<file path="src/rtl/muldiv_unit.sv">
// muldiv_unit: iterative RV32M multiply/divide unit.
// Radix-2 shift-add multiply and restoring divide share one hi/lo register pair.
// An accepted request spends one CALC cycle taking operand magnitudes (and taking
// the early exit for divide-by-zero / signed overflow), then DATA_WIDTH iterations,
// then one FIX cycle that applies the result sign, then waits in DONE.
//
// Handshake: a transfer happens on a rising edge where valid and ready are both
// high. in_ready is high only in IDLE; out_valid is high only in DONE, and while it
// is high result is held stable until out_ready is seen. flush and rst override both.
module muldiv_unit #(
  parameter int DATA_WIDTH = 32,
  parameter bit EARLY_OUT  = 1'b1
) (
  input  logic                  clk,
  input  logic                  rst,
  input  logic                  in_valid,
  output logic                  in_ready,
  input  logic [2:0]            op,
  input  logic [DATA_WIDTH-1:0] a,
  input  logic [DATA_WIDTH-1:0] b,
  input  logic                  flush,
  output logic                  out_valid,
  input  logic                  out_ready,
  output logic [DATA_WIDTH-1:0] result,
  output logic                  busy,
  output logic [1:0]            dbg_state
);

  localparam int W  = DATA_WIDTH;
  localparam int CW = $clog2(W);

  typedef enum logic [1:0] {
    S_IDLE = 2'd0,
    S_CALC = 2'd1,
    S_FIX  = 2'd2,
    S_DONE = 2'd3
  } state_t;

  state_t          state;
  logic [2:0]      op_q;
  logic [W-1:0]    a_q;
  logic [W-1:0]    b_q;
  logic            setup;     // first CALC cycle: load magnitudes, decide early exit
  logic [CW-1:0]   cnt;       // iteration counter 0..W-1
  logic [W-1:0]    hi;        // product high half / partial remainder
  logic [W-1:0]    lo;        // multiplier then product low half / dividend then quotient
  logic [W-1:0]    opnd;      // multiplicand / divisor magnitude
  logic            neg_main;  // negate product or quotient in FIX
  logic            neg_rem;   // negate remainder in FIX

  // operand decode
  logic            is_div;
  logic            a_signed;
  logic            b_signed;
  logic            sa;
  logic            sb;
  logic [W-1:0]    a_abs;
  logic [W-1:0]    b_abs;
  logic            b_zero;
  logic            ovf;
  logic            early;
  logic [W-1:0]    early_val;
  logic [W-1:0]    min_neg;

  // datapath
  logic [W:0]      mul_sum;
  logic [W:0]      div_shift;
  logic [W:0]      div_diff;
  logic [2*W-1:0]  prod;
  logic [2*W-1:0]  prod_fix;
  logic [W-1:0]    quo_fix;
  logic [W-1:0]    rem_fix;
  logic [W-1:0]    fix_val;

  assign in_ready  = (state == S_IDLE);
  assign busy      = (state != S_IDLE);
  assign dbg_state = state;

  // Decode signedness, magnitudes and the divide special cases from the captured request.
  always_comb begin
    min_neg   = {1'b1, {(W-1){1'b0}}};
    is_div    = op_q[2];
    // MULH, MULHSU, DIV, REM treat rs1 as signed; MULH, DIV, REM treat rs2 as signed
    a_signed  = is_div ? ~op_q[0] : (op_q[1:0] == 2'b01 || op_q[1:0] == 2'b10);
    b_signed  = is_div ? ~op_q[0] : (op_q[1:0] == 2'b01);
    sa        = a_signed & a_q[W-1];
    sb        = b_signed & b_q[W-1];
    a_abs     = sa ? (~a_q + 1'b1) : a_q;
    b_abs     = sb ? (~b_q + 1'b1) : b_q;
    b_zero    = (b_q == '0);
    ovf       = is_div & ~op_q[0] & (a_q == min_neg) & (b_q == {W{1'b1}});
    early     = EARLY_OUT & is_div & (b_zero | ovf);
    early_val = '0;
    if (b_zero) begin
      early_val = op_q[1] ? a_q : {W{1'b1}};
    end else if (ovf) begin
      early_val = op_q[1] ? '0 : min_neg;
    end
  end

  // One shift-add multiply step and one restoring divide step.
  always_comb begin
    mul_sum   = {1'b0, hi} + (lo[0] ? {1'b0, opnd} : {(W+1){1'b0}});
    div_shift = {hi, lo[W-1]};
    div_diff  = div_shift - {1'b0, opnd};
  end

  // Sign correction and result selection for the FIX cycle.
  always_comb begin
    prod     = {hi, lo};
    prod_fix = neg_main ? (~prod + 1'b1) : prod;
    quo_fix  = neg_main ? (~lo + 1'b1) : lo;
    rem_fix  = neg_rem ? (~hi + 1'b1) : hi;
    fix_val  = '0;
    case (op_q)
      3'b000:                 fix_val = prod_fix[W-1:0];
      3'b001, 3'b010, 3'b011: fix_val = prod_fix[2*W-1:W];
      3'b100, 3'b101:         fix_val = quo_fix;
      default:                fix_val = rem_fix;
    endcase
  end

  // Control FSM and datapath registers; flush beats everything except reset.
  always_ff @(posedge clk or negedge rst) begin
    if (!rst) begin
      state     <= S_IDLE;
      op_q      <= '0;
      a_q       <= '0;
      b_q       <= '0;
      setup     <= 1'b0;
      cnt       <= '0;
      hi        <= '0;
      lo        <= '0;
      opnd      <= '0;
      neg_main  <= 1'b0;
      neg_rem   <= 1'b0;
      out_valid <= 1'b0;
      result    <= '0;
    end else if (flush) begin
      state     <= S_IDLE;
      setup     <= 1'b0;
      cnt       <= '0;
      out_valid <= 1'b0;
    end else begin
      case (state)
        S_IDLE: begin
          if (in_valid) begin
            op_q  <= op;
            a_q   <= a;
            b_q   <= b;
            setup <= 1'b1;
            state <= S_CALC;
          end
        end
        S_CALC: begin
          if (setup) begin
            setup <= 1'b0;
            cnt   <= '0;
            hi    <= '0;
            if (is_div) begin
              lo       <= a_abs;
              opnd     <= b_abs;
              neg_main <= (sa ^ sb) & ~b_zero;
              neg_rem  <= sa;
            end else begin
              lo       <= b_abs;
              opnd     <= a_abs;
              neg_main <= sa ^ sb;
              neg_rem  <= 1'b0;
            end
            if (early) begin
              result    <= early_val;
              out_valid <= 1'b1;
              state     <= S_DONE;
            end
          end else begin
            if (is_div) begin
              if (!div_diff[W]) begin
                hi <= div_diff[W-1:0];
                lo <= {lo[W-2:0], 1'b1};
              end else begin
                hi <= div_shift[W-1:0];
                lo <= {lo[W-2:0], 1'b0};
              end
            end else begin
              hi <= mul_sum[W:1];
              lo <= {mul_sum[0], lo[W-1:1]};
            end
            cnt <= cnt + 1'b1;
            if (cnt == CW'(W-1)) begin
              state <= S_FIX;
            end
          end
        end
        S_FIX: begin
          result    <= fix_val;
          out_valid <= 1'b1;
          state     <= S_DONE;
        end
        S_DONE: begin
          if (out_ready) begin
            out_valid <= 1'b0;
            state     <= S_IDLE;
          end
        end
        default: begin
          state <= S_IDLE;
        end
      endcase
    end
  end

endmodule

</file>
<file path="config.mk">
export PLATFORM = sky130hd
export DESIGN_NAME = muldiv_unit
export DESIGN_NICKNAME = d
export VERILOG_FILES = /design/src/rtl/muldiv_unit.sv
export SDC_FILE = /design/constraint.sdc
export NUM_CORES = 1
export LEC_CHECK = 0
export CAP_MARGIN = 15
export CORE_MARGIN = 4
export CORE_UTILIZATION = 61
export CTS_BUF_LIST = sky130_fd_sc_hd__clkbuf_4 sky130_fd_sc_hd__clkbuf_8 sky130_fd_sc_hd__clkbuf_16
export CTS_CLUSTER_SIZE = 10
export DETAILED_ROUTE_END_ITERATION = 8
export GPL_TIMING_DRIVEN = 1
export PLACE_DENSITY_LB_ADDON = 0.25
export SETUP_SLACK_MARGIN = 0.2
export SLEW_MARGIN = 20
export SYNTH_ARGS = -nofsm -noshare
export SYNTH_HDL_FRONTEND = slang
export SYNTH_SLANG_ARGS = --single-unit
</file>
<file path="constraint.sdc">
create_clock -name clk -period 4.3 [get_ports clk]
set_input_delay 0.86 -clock clk [delete_from_list [all_inputs] [get_ports clk]]
set_output_delay 0.86 -clock clk [all_outputs]
set_load 0.005 [all_outputs]
</file>
# Word-level counts from Yosys, hierarchy flattened

Cells that the tools add are included.

Output and inout port bits: 37
Memories: 0
Memory bits (writable): 0
Register bits after elaboration: 206
Bits in read-only memories: 0
Word-level logic and storage cells: 121
Latch bits: 0
Input bits: 72

Mux-type cells: 44
Bitwise gates (word level): 17
Shifts and indexed selects: 0
Reduce and logical (&&, ||, !) cells: 18
Divide/modulo/power cells: 0
$add $sub $neg: 8
Equal/unequal tests: 21
Order comparisons: 0
$mul: 0

Operator list:

| cell                    | count |
|---|---|
| $mux W32                | 18 |
| $add A32 B1 Y32 const B | 4 |
| $not A32 Y32            | 4 |
| $pmux W32 S3            | 1 |
| $add A64 B1 Y64 const B | 1 |
| $eq A32 B32 Y1 const B  | 2 |
| $mux W64                | 1 |
| $not A64 Y64            | 1 |
| $pmux W32 S2            | 1 |
| $add A32 B32 Y33        | 1 |
| $sub A33 B32 Y33        | 1 |
| $logic_not A32 Y1       | 1 |
| $mux W5                 | 3 |
| $mux W2                 | 6 |
| $reduce_and A4 Y1       | 3 |
| $mux W1                 | 11 |
| $ne A3 B3 Y1 const B    | 3 |
| $ne A4 B4 Y1 const B    | 2 |
| $pmux W2 S4             | 1 |
| $and A1 B1 Y1           | 7 |
| $eq A2 B2 Y1 const B    | 3 |
| $eq A3 B2 Y1 const B    | 2 |
| $eq A3 B3 Y1 const B    | 2 |
| $reduce_and A3 Y1       | 2 |
| 20 further kinds        | 27 |

# Depth between registers and ports, before layout

Word-level depth: 10
Gate-level depth with buffers: 15
Depth with buffers taken out: 14

# Worst setup path before layout

Ideal clock, no wire load.

Path type: reg-to-reg
Start point: register lo[31]
End point: register hi[20]
Buffers on the path: 2
Path slack: 833 ps
Data required time: 4166 ps
Arrival: 3333 ps
Cell stages (with the launch flop): 15
Library setup time: 134 ps
Clock period less this slack: 3467 ps
Cells stage by stage: dfrtp_1 > inv_1 > ha_1 > fa_1 > nand2b_1 > a21oi_1 > o211ai_1 > a21oi_1 > o21ai_0 > o211ai_1 > xor2_1 > buf_2 > buf_2 > mux2i_1 > o21ai_0

Longest elaborated chain between the ends: 4

RTL lines:

| element                  | line | source |
|---|---|---|
| start: declaration       | 46   | `logic [W-1:0] lo;` |
| start signal: assignment | 161  | `lo <= a_abs;` |
| start signal: assignment | 166  | `lo <= b_abs;` |
| start signal: assignment | 180  | `lo <= {lo[W-2:0], 1'b1};` |
| $sub A33 B32 Y33         | 105  | `div_diff = div_shift - {1'b0, opnd};` |
| $mux W32                 | 178  | `if (!div_diff[W]) begin` |
| $mux W32                 | 177  | `if (is_div) begin` |
| $mux W32                 | 156  | `if (setup) begin` |
| end signal: assignment   | 179  | `hi <= div_diff[W-1:0];` |
| end signal: assignment   | 182  | `hi <= div_shift[W-1:0];` |
| end signal: assignment   | 186  | `hi <= mul_sum[W:1];` |
| end: declaration         | 45   | `logic [W-1:0] hi;` |

Every way passes these cells.
A chain may end at the register's enable or synchronous reset.

# Worst setup path after layout

Start point: register a_q[6]
End point: register result[24]

Longest elaborated chain between the ends: 8
Elaborated cells between the ends (all ways): 12
Classes of those cells: eq/ne (2); mux (5); bitwise (4); reduce/logical (1)

RTL lines:

| element                         | line | source |
|---|---|---|
| start: declaration              | 41   | `logic [W-1:0] a_q;` |
| start signal: assignment        | 128  | `a_q <= '0;` |
| start signal: assignment        | 149  | `a_q <= a;` |
| $eq A32 B32 Y1 (*)              | 91   | `ovf = is_div & ~op_q[0] & (a_q == min_neg) & (b_q == {W{1'b1}});` |
| $and A1 B1 Y1 (*) (2 in series) | 91   |  |
| $mux W32                        | 96   | `end else if (ovf) begin` |
| $mux W32                        | 94   | `if (b_zero) begin` |
| $mux W32                        | 171  | `if (early) begin` |
| $mux W32                        | 156  |  |
| $pmux W32 S2                    | 145  | `case (state)` |
| end signal: assignment          | 172  | `result <= early_val;` |
| end signal: assignment          | 196  | `result <= fix_val;` |
| end: declaration                | 24   | `output logic [DATA_WIDTH-1:0] result,` |

Every way passes the cells marked *; elsewhere a longest branch is shown, timed or not. The select of a mux whose other input is x is not followed.

==> out/results.ini <==
[setup_path]
r2r_end=result[24]$_DFFE_PN0P_
worstPathArrival_ns=4.40
rrSetupSlack_ns=0.37
path_cells=or4_1 -> nor4_2 -> nand3_1 -> or4_1 -> o21bai_1 -> nand3_1 -> nand2_1 -> nand3b_1 -> buf_4 -> a31oi_1 -> a21o_1
crit_path_max_fanout=64
r2r_start=a_q[6]$_DFFE_PN0P_
cpPeakStageDelay_ns=0.65
critPathLaunchType=flop
cpMaxStageDelayCell=or4_1
rr_worst_depth=11
worstSetupEndpointType=flop
path_class=reg -> reg
critical_path_required_ns=4.77

[logic_synthesis]
synth_commonest_cells=nand2_1, o21ai_0, dfrtp_1
yosysSeqAreaShare_pct=30.2
yosys_most_used_dff=dfrtp_1
postSynthAreaPerCell_um2=8.43
async_reset_ff_share_pct=100
synth_nets=2178
synth_top_area_share_pct=30.2
yosysWarnings=0
synth_area_leaders=dfrtp_1, o21ai_0, ha_1
yosys.area.top_type=dfrtp_1
synth.most_common_cell=nand2_1
synth_seq_cells=206
syn_area_um2=17100
synth_edf_count=0
synth_cells=2024
yosysUniqueCellTypes=75

[detailed_routing]
drc=0
dr.pass1.iters=9
viasPerCell=6.60
via_count=16370
wl_per_cell_um=22.3
drtAntennaViolNets=0
wl_um=55400
drt_iter0_drc=2075

[finish]
drive_above_1_share_pct=11.1
fin_util_pct=71.6
diodes=0
regArea_um2=5160
multi_input_area_um2=11200
fillers=2125
num-nets-final=2251
area_growth_pct=14.3

[pwr]
power-per-cell-area_nw_per_um2=887
power_leakage_uw=0.00838
ir_drop_v=0.000467

[sta]
hold_viol=0
setup_viol=0
drv_slew=0
fmax_ghz=0.254
fin_skew_ns=0.0167
worstMarginPinSlew_ns=0.964
finalCritPeriodShare_pct=91.4
tns_ns=0
relSlewSlack_pct=35.7
rsz0062_at_grt=no
fin_crit_ns=3.93

[cts]
cts_hold_buf=0
cts_sinks=206
clockBufferDepth=3
cts_tree=done
clock_latency_ns=0.53
cts_buffers=26
htreeDepth=1
root_buffer=clkbuf_16
clk_pin_slew_ns=0.06

[placed_design]
port_buffers=108
dp_hpwl_um=42200
globalplace.congestion=0.975

[job]
cap_violations=0

[grt]
grt_pass1_wl_um=86300
grt.overflow.total=0
antenna_found_initial=0
grt_pass1_vias=15716
grt_max_degree=102
grt_usage_pct=35.0

[run_status]
status=finished clean

[floorplanning]
chipWidth_um=175
io_pins=109
fp.dieH_um=175
start_util_pct=62.6
rows=60
dieArea_um2=30700
core_um2=27300

[min_path]
hp-class=in -> async

## worst max-delay path: cells and delay by family, from the launching register on
kind            cells  cell delay [ns]
simple gates        7             2.33
compound gates      3             0.75
flops               1             0.46
buf+inv             1             0.30
## timing repair
action	4_1_cts	5_1_grt
gates resized for setup	0	2
endpoints found under the setup margin	0	13
buffers inserted	0	4
hold endpoints to repair	0	0
## flip-flops by register name (all words and copies together) (netlist names)
register / flops
neg_main: 1
a_q: 32
out_valid: 1
dbg_state: 2
hi: 32
lo: 32
cnt: 5
result: 32
b_q: 32
setup: 1
op_q: 3
neg_rem: 1
opnd: 32
## stage by stage
stage                     hold WS, ns  setup WS, ns  instance area, µm²  cells  total power [µW]
after floorplan                 0.450         0.833               17100   2024             11300
after global placement          0.461         0.484               18600   2437             14600
after detailed placement        0.470         0.298               18600   2437             14800
after CTS                       0.461         0.289               19500   2478             17000
after global routing            0.495         0.212               19500   2482             18400
final                           0.408         0.368               19500   2482             17300
## kinds of logic after synthesis
kind of cell | after synthesis | synth area share (%)
XOR/XNOR | 196 | 10.1
buffers and inverters | 195 | 4.37
flip-flops | 206 | 30.2
multiplexers | 142 | 10.4
AO/OA/AOI/OAI | 615 | 22.6
adder cells (fa/ha/maj) | 82 | 6.10
AND/OR/NAND/NOR | 588 | 16.3
## worst max path at each step
| stage | start | end | slack (ns) | depth (start not counted) |
|---|---|---|---|---|
| 2_1_floorplan | lo[31]$_DFFE_PN0P_ | hi[20]$_DFFE_PN0P_ | 0.83 | 14 |
| 3_3_place_gp | lo[31]$_DFFE_PN0P_ | hi[3]$_DFFE_PN0P_ | 0.48 | 15 |
| 4_1_cts | lo[31]$_DFFE_PN0P_ | hi[3]$_DFFE_PN0P_ | 0.29 | 15 |
| 5_1_grt | hi[9]$_DFFE_PN0P_ | lo[0]$_DFFE_PN0P_ | 0.21 | 14 |
| 3_5_place_dp | lo[31]$_DFFE_PN0P_ | hi[3]$_DFFE_PN0P_ | 0.30 | 15 |
| 6_report | a_q[6]$_DFFE_PN0P_ | result[24]$_DFFE_PN0P_ | 0.37 | 11 |
## layer usage
metal  vias up  share of wire (%)  track usage (%)
met5         -                  0                0
met4         0                5.8             17.0
met3       201                8.7             5.49
met2       892                 46             57.2
met1      7801                 39             45.5
li1       7476                  -                -
## layout by cell type (no fill, tap or decap), types with 9 or more instances in the layout
master | Yosys | layout
and2_1 | 11 | 11
or3_1 | 21 | 21
o41ai_1 | 14 | 14
o21a_1 | 11 | 11
a221oi_1 | 13 | 13
nand4_1 | 17 | 17
a21boi_0 | 10 | 10
dfrtp_1 | 206 | 204
ha_1 | 80 | 80
inv_1 | 69 | 69
o31ai_1 | 30 | 30
a31oi_1 | 14 | 14
a21oi_1 | 113 | 112
nor2_1 | 129 | 129
nor2b_1 | 10 | 9
xor2_1 | 109 | 108
clkdlybuf4s50_1 | 0 | 107
nand2_1 | 244 | 243
nand3_1 | 19 | 19
nand2b_1 | 38 | 37
a21o_1 | 44 | 44
and3_1 | 11 | 11
a22oi_1 | 20 | 20
buf_4 | 0 | 58
or4_1 | 22 | 22
o221ai_1 | 12 | 12
mux4_2 | 20 | 20
clkbuf_16 | 0 | 27
mux2i_1 | 43 | 43
o21ai_0 | 230 | 230
a211oi_1 | 17 | 17
clkbuf_4 | 0 | 9
xnor2_1 | 87 | 87
o22ai_1 | 26 | 26
nor3_1 | 28 | 27
mux2_2 | 79 | 79
nor4_1 | 10 | 9
## cell type report
| class | count | share of cell area [%] |
|---|---|---|
| Multi-Input combinational cell | 1623 | 57.5 |
| Clock inverter | 2 | 0.199 |
| Clock buffer | 39 | 4.02 |
| Timing Repair Buffer | 169 | 8.10 |
| Inverter | 71 | 1.37 |
| Tap cell | 372 | 2.39 |
| Sequential cell | 206 | 26.5 |
## power breakdown
group	internal (µW)	total (µW)	switching, µW
logic	4620	11000	6370
registers	2740	4180	1440
clock network	1300	2130	829
No activity file was read; power rests on OpenSTA's default activity.
